===== src/rtl/vpu_cmd_queue_if.sv =====
// rtl/vpu_cmd_queue_if.sv - host/VPU command handshake bundle for vpu_cmd_queue
interface vpu_cmd_queue_if #(
  parameter int DEPTH_LG2 = 3
);
  logic                 host_valid_i;
  logic                 host_ready_o;
  logic [7:0]           host_opcode_i;
  logic [23:0]          host_dst0_i;
  logic [23:0]          host_src0_i;
  logic [23:0]          host_src1_i;
  logic [23:0]          host_src2_i;
  logic [23:0]          host_imm_i;
  logic                 vpu_valid_o;
  logic                 vpu_ready_i;
  logic [7:0]           opcode_o;
  logic [23:0]          dst0_o;
  logic [23:0]          src0_o;
  logic [23:0]          src1_o;
  logic [23:0]          src2_o;
  logic [23:0]          imm_o;
  logic [DEPTH_LG2:0]   level_o;

  // Host and VPU side as seen from outside the queue
  modport master (
    output host_valid_i, host_opcode_i, host_dst0_i, host_src0_i,
           host_src1_i, host_src2_i, host_imm_i, vpu_ready_i,
    input  host_ready_o, vpu_valid_o, opcode_o, dst0_o, src0_o,
           src1_o, src2_o, imm_o, level_o
  );

  // The queue itself
  modport slave (
    input  host_valid_i, host_opcode_i, host_dst0_i, host_src0_i,
           host_src1_i, host_src2_i, host_imm_i, vpu_ready_i,
    output host_ready_o, vpu_valid_o, opcode_o, dst0_o, src0_o,
           src1_o, src2_o, imm_o, level_o
  );
endinterface


===== src/rtl/vpu_cmd_queue.sv =====
// rtl/vpu_cmd_queue.sv - FWFT host command FIFO feeding the VPU; optional flush via VPU_CMD_QUEUE_FLUSH_EN
module vpu_cmd_queue #(
  parameter int DEPTH     = 8,
  parameter int DEPTH_LG2 = 3
) (
  input  logic clk,
  input  logic rst_n,
`ifdef VPU_CMD_QUEUE_FLUSH_EN
  input  logic flush_i,
`endif
  vpu_cmd_queue_if.slave bus
);

  localparam int                 ENTRY_W  = 128;
  localparam logic [DEPTH_LG2:0] CNT_FULL = (DEPTH_LG2 + 1)'(DEPTH);

  logic [ENTRY_W-1:0]   mem [DEPTH];
  logic [DEPTH_LG2-1:0] wr_ptr;
  logic [DEPTH_LG2-1:0] rd_ptr;
  logic [DEPTH_LG2:0]   count;
  logic                 push;
  logic                 pop;
  logic                 flush;
  logic [ENTRY_W-1:0]   head;

`ifdef VPU_CMD_QUEUE_FLUSH_EN
  assign flush = flush_i;
`else
  assign flush = 1'b0;
`endif

  // Ready/valid come straight from the registered count, so a pop while full
  // cannot admit a push in the same cycle.
  assign bus.host_ready_o = (count != CNT_FULL);
  assign bus.vpu_valid_o  = (count != '0);
  assign bus.level_o      = count;

  assign push = bus.host_valid_i & bus.host_ready_o;
  assign pop  = bus.vpu_valid_o & bus.vpu_ready_i;

  // Head entry is only exposed while valid so idle payload reads as zero
  assign head = bus.vpu_valid_o ? mem[rd_ptr] : '0;
  assign {bus.opcode_o, bus.dst0_o, bus.src0_o,
          bus.src1_o, bus.src2_o, bus.imm_o} = head;

  // Command storage; deliberately not reset, pointers/count define validity
  always_ff @(posedge clk) begin
    if (push && !flush) begin
      mem[wr_ptr] <= {bus.host_opcode_i, bus.host_dst0_i, bus.host_src0_i,
                      bus.host_src1_i, bus.host_src2_i, bus.host_imm_i};
    end
  end

  // Pointer and occupancy tracking; flush overrides any push/pop that cycle
  always_ff @(posedge clk or negedge rst_n) begin
    if (!rst_n) begin
      wr_ptr <= '0;
      rd_ptr <= '0;
      count  <= '0;
    end else if (flush) begin
      wr_ptr <= '0;
      rd_ptr <= '0;
      count  <= '0;
    end else begin
      if (push) wr_ptr <= wr_ptr + 1'b1;
      if (pop)  rd_ptr <= rd_ptr + 1'b1;
      case ({push, pop})
        2'b10:   count <= count + 1'b1;
        2'b01:   count <= count - 1'b1;
        default: count <= count;
      endcase
    end
  end

endmodule


===== src/flat_wrapper.sv =====
// flat-port wrapper written by rule: the top's interface ports become plain ports
module vpu_cmd_queue_flat 
#(
  parameter int DEPTH     = 8,
  parameter int DEPTH_LG2 = 3
)
  (clk, rst_n, bus_host_valid_i, bus_host_opcode_i, bus_host_dst0_i, bus_host_src0_i, bus_host_src1_i, bus_host_src2_i, bus_host_imm_i, bus_vpu_ready_i, bus_host_ready_o, bus_vpu_valid_o, bus_opcode_o, bus_dst0_o, bus_src0_o, bus_src1_o, bus_src2_o, bus_imm_o, bus_level_o);
  vpu_cmd_queue_if #(.DEPTH_LG2(DEPTH_LG2)) bus_i ();
  input  logic clk;
  input  logic rst_n;
  input wire logic [$bits(bus_i.host_valid_i)-1:0] bus_host_valid_i;
  input wire logic [$bits(bus_i.host_opcode_i)-1:0] bus_host_opcode_i;
  input wire logic [$bits(bus_i.host_dst0_i)-1:0] bus_host_dst0_i;
  input wire logic [$bits(bus_i.host_src0_i)-1:0] bus_host_src0_i;
  input wire logic [$bits(bus_i.host_src1_i)-1:0] bus_host_src1_i;
  input wire logic [$bits(bus_i.host_src2_i)-1:0] bus_host_src2_i;
  input wire logic [$bits(bus_i.host_imm_i)-1:0] bus_host_imm_i;
  input wire logic [$bits(bus_i.vpu_ready_i)-1:0] bus_vpu_ready_i;
  output wire logic [$bits(bus_i.host_ready_o)-1:0] bus_host_ready_o;
  output wire logic [$bits(bus_i.vpu_valid_o)-1:0] bus_vpu_valid_o;
  output wire logic [$bits(bus_i.opcode_o)-1:0] bus_opcode_o;
  output wire logic [$bits(bus_i.dst0_o)-1:0] bus_dst0_o;
  output wire logic [$bits(bus_i.src0_o)-1:0] bus_src0_o;
  output wire logic [$bits(bus_i.src1_o)-1:0] bus_src1_o;
  output wire logic [$bits(bus_i.src2_o)-1:0] bus_src2_o;
  output wire logic [$bits(bus_i.imm_o)-1:0] bus_imm_o;
  output wire logic [$bits(bus_i.level_o)-1:0] bus_level_o;
  assign bus_i.host_valid_i = bus_host_valid_i;
  assign bus_i.host_opcode_i = bus_host_opcode_i;
  assign bus_i.host_dst0_i = bus_host_dst0_i;
  assign bus_i.host_src0_i = bus_host_src0_i;
  assign bus_i.host_src1_i = bus_host_src1_i;
  assign bus_i.host_src2_i = bus_host_src2_i;
  assign bus_i.host_imm_i = bus_host_imm_i;
  assign bus_i.vpu_ready_i = bus_vpu_ready_i;
  assign bus_host_ready_o = bus_i.host_ready_o;
  assign bus_vpu_valid_o = bus_i.vpu_valid_o;
  assign bus_opcode_o = bus_i.opcode_o;
  assign bus_dst0_o = bus_i.dst0_o;
  assign bus_src0_o = bus_i.src0_o;
  assign bus_src1_o = bus_i.src1_o;
  assign bus_src2_o = bus_i.src2_o;
  assign bus_imm_o = bus_i.imm_o;
  assign bus_level_o = bus_i.level_o;
  vpu_cmd_queue #(.DEPTH(DEPTH), .DEPTH_LG2(DEPTH_LG2)) u_core (.clk(clk), .rst_n(rst_n), .bus(bus_i));
endmodule

===== config.mk =====
export PLATFORM = sky130hd
export DESIGN_NAME = vpu_cmd_queue_flat
export DESIGN_NICKNAME = d
export VERILOG_FILES = /design/src/rtl/vpu_cmd_queue_if.sv /design/src/rtl/vpu_cmd_queue.sv /design/src/flat_wrapper.sv
export SDC_FILE = /design/constraint.sdc
export NUM_CORES = 1
export LEC_CHECK = 0
export ABC_AREA = 1
export CORE_MARGIN = 2
export CORE_UTILIZATION = 47
export CTS_CLUSTER_SIZE = 14
export DETAILED_ROUTE_END_ITERATION = 8
export MAX_ROUTING_LAYER = met4
export PLACE_DENSITY_LB_ADDON = 0.2
export SLEW_MARGIN = 0
export SYNTH_ARGS = -nofsm -noshare
export SYNTH_HDL_FRONTEND = slang
export SYNTH_SLANG_ARGS = --single-unit

===== constraint.sdc =====
create_clock -name clk -period 7.9 [get_ports clk]
set_clock_uncertainty 0.2 [all_clocks]
set_input_delay 2.37 -clock clk [delete_from_list [all_inputs] [get_ports clk]]
set_output_delay 2.37 -clock clk [all_outputs]
set_load 0.01 [all_outputs]

==> summary.txt <==
Power
  • Pleak: between 0.015 and 0.02 µW
  • Clock power frac: 25.5%
  • Sw frac: 35.5%
  • Power Internal: between 10000 and 15000 µW
  • Peak supply drop: around 0.34 mV
  • Switching power: 6750 µW
  • Power Total: 19000 µW
  • Logic pwr share: 36.9%
  • PwrDens: 400 mW/mm²
  • Sequential power share: roughly 38%

Clock tree
  • Root Driver: clkbuf_16
  • CTS clk-pin slew, worst paths: about 0.06 ns
  • CTS tree: built
  • Clk sink count: around 1000
  • Worst-Skew Late Latency: 0.67 ns
  • Post-CTS Setup Bufs: 0
  • Cts repair resizes: 0
  • H-tree depth: 3
  • Clock Path Buffers: 3
  • Hold_buf cts: 0
  • Total CTS buffers: 104

Outcome
  • Status: finished, final reports clean

Global route
  • First-pass GRT wire length: around 150 mm
  • Total GRT Usage: approximately 22%
  • Vias in the first global route: between 20000 and 30000
  • GRT overflow: 0
  • Largest net degree at the start of global routing: 250
  • Initial antenna violation count: 18

Timing
  • WHS: roughly 0.34 ns
  • Final number of hold-violating endpoints: 0
  • RSZ-0062 raised after global routing: no
  • Final setup margin: between 1 and 1.5 ns
  • F_max: about 0.15 GHz
  • Slew Viols, Final: 0
  • Final period util: about 84%
  • Slew of the pin with the lowest slew margin: roughly 1.5 ns
  • Fin crit period: ~6.6 ns
  • Headroom to the max-slew limit: approximately 2.5%
  • # setup viols final: 0

Logic synthesis
  • Yosys top cell by area: edfxtp_1
  • Yosys reg bits: between 1000 and 1500
  • Seq/Total Area, Yosys: about three quarters
  • Synth Instances: between 3000 and 4000
  • Post-synthesis area per instance: ~13 µm²
  • Netlist cell types: 24
  • Mapped Area: roughly 0.041 mm²
  • Yosys top cell area share: between 70% and 80%
  • Area contributors post-synth: edfxtp_1 76%, nor2_1 8.4%, o21ai_0 5.8%, o211ai_1 2.4%, o22ai_1 2.0%
  • Syn nets: roughly 3200
  • Yosys warning total: 0

Floorplan
  • Initial cell density of the core: between 40% and 50%
  • Die Y: between 200 and 300 µm
  • DIE WIDTH: 298 µm
  • I/O pin count: around 270
  • Core box area: approximately 0.085 mm²
  • Std cell rows: ~110
  • Die area: just under 0.09 mm²

Critical path
  • CP top delay family: buffers and inverters
  • Slowest stage cell, crit path: dfrtp_4
  • Cell mode on critical path: nor2_1
  • CP Capture Type: output port
  • Critical path type: reg2out
  • Type of origin of the critical path: flop
  • Sum of buffers and inverters on the critical path: 2
  • Worst path max stage delay: 0.94 ns
  • Worst endpoint required time: 5.33 ns
  • CP cell instances: buf_12 -> o21ai_0 -> o22ai_1 -> nor2_1 -> nor2_1 -> clkdlybuf4s50_1
  • Critical path arrival: approximately 4.1 ns
  • Largest driver fanout on the critical path: 249

Hold path
  • Worst min-delay path category: reg2reg

Route
  • Via Count: 25300
  • Routed Antenna Nets: 0
  • WL/cell: approximately 21 µm
  • Initial DRC count: about 2100
  • Total wire length: around 97 mm
  • DRC violations left: 0
  • First-pass iteration count of the detailed router: 5
  • Via/cell ratio: 5.57

Final layout
  • Most common cell after layout, fill and taps aside: edfxtp_1
  • Post-layout util: a little under three fifths
  • Share of layout cells above drive strength 1: around 5.8%
  • Design area: between 0.04 and 0.05 mm²
  • Nets: ~3400
  • Most frequent cells in the layout: 1024 x edfxtp_1, 901 x nor2_1, 469 x o21ai_0, 265 x clkdlybuf4s50_1, 153 x nand2_1
  • Fill count: between 6000 and 7000
  • Syn-to-layout area delta: 17.4%

Placement
  • Place WS: roughly 2.0 ns
  • GPL Wtd Cong: 0.762
  • Placed instance area: ~0.044 mm²
  • # port buffers: about 270
  • Post-DP HPWL: around 48 mm

Job
  • Max-cap violations: 0
## power by group through the flow
stage | Combinational, µW | Sequential, µW | Clock, µW
CTS | 7110 | 7150 | 4950
floorplan | 4160 | 7220 | 0
finish | 7030 | 7150 | 4860
global placement | 6930 | 7230 | 0
detailed placement | 7070 | 7260 | 0
global route | 7740 | 7210 | 5170
## flip-flops by register name, indices dropped and copies added, names as in the netlist
name                count
u_core.wr_ptr           3
u_core.rd_ptr           3
u_core.bus.level_o      4
u_core.mem           1024
## per-layer routing
layer	global-route usage [%]	part of all wire (%)	vias to the layer above	wire length, µm
li1	-	-	11700	-
met1	28.4	43	12700	41600
met2	36.1	49	762	47500
met3	4.21	6.2	156	6080
met4	7.59	2.3	0	2280
met5	-	0	-	0
## worst paths after layout
check / startpoint / endpoint / slack (ns) / cells past startpoint
max: u_core.rd_ptr[0]$_DFFE_PN0P_ / bus_src0_o[3] / 1.26 / 6
min: u_core.wr_ptr[0]$_DFFE_PN0P_ / u_core.wr_ptr[0]$_DFFE_PN0P_ / 0.34 / 2
max reg2reg: u_core.bus.level_o[0]$_DFFE_PN0P_ / u_core.bus.level_o[2]$_DFFE_PN0P_ / 4.48 / 13
min reg2reg: u_core.wr_ptr[0]$_DFFE_PN0P_ / u_core.wr_ptr[0]$_DFFE_PN0P_ / 0.34 / 2
max in group asynchronous: rst_n / u_core.rd_ptr[0]$_DFFE_PN0P_ / 5.25 / 1
min in group asynchronous: rst_n / u_core.bus.level_o[2]$_DFFE_PN0P_ / 1.85 / 1
## logic make-up after synthesis
| family | Yosys count | share of synthesized area [%] |
|---|---|---|
| buffers and inverters | 224 | 2.64 |
| xor gates and xnor gates | 5 | 0.108 |
| and+or+nand+nor | 1069 | 9.92 |
| AOI/OAI and AO/OA | 773 | 10.7 |
| DFF | 1034 | 76.4 |
| adders and majority gates | 5 | 0.154 |
## through the flow
step / TNS [ns] / std cells
finish: 0 / 4550
detailed placement: 0 / 4340
global route: 0 / 4549
global placement: 0 / 4340
floorplan: -532.89 / 3110
CTS: 0 / 4532
## synthesized netlist by cell type
cell and instances:
a31oi_1 1, nand3_1 4, buf_4 22, buf_6 9
clkbuf_1 118, inv_1 9, inv_2 2, buf_8 2
o21ai_1 46, nor2_1 909, o22ai_1 128, xor2_1 2
o21ai_0 469, xnor2_1 3, o211ai_1 128, nand2_1 154
ha_1 5, buf_2 46, buf_1 15, dfrtp_1 10
a21oi_1 1, edfxtp_1 1024, clkbuf_2 1, or2_2 2
## final cells by class
class                           count  area (µm²)  area share (%)
Inverter                           11        51.3           0.108
Tap cell                         1144        1430            3.01
Sequential cell                  1034       31000            65.2
Clock inverter                     67         699            1.47
Clock buffer                      125        2690            5.65
Timing Repair Buffer              299        3120            6.56
Antenna cell                       18        45.0          0.0946
Multi-Input combinational cell   1852        8550            18.0
## worst reg2reg max path, stage by stage, from the launching register on
cell	delay, ns
dfrtp_1	0.44
nor2_1	0.24
nand2_4	0.52
buf_12	0.47
nand2_1	0.17
inv_1	0.12
ha_1	0.26
nand2_1	0.08
inv_1	0.05
nor2_1	0.14
ha_1	0.18
a21oi_1	0.05
or2_2	0.30
a31oi_1	0.13
No activity file was read; power rests on OpenSTA's default activity.
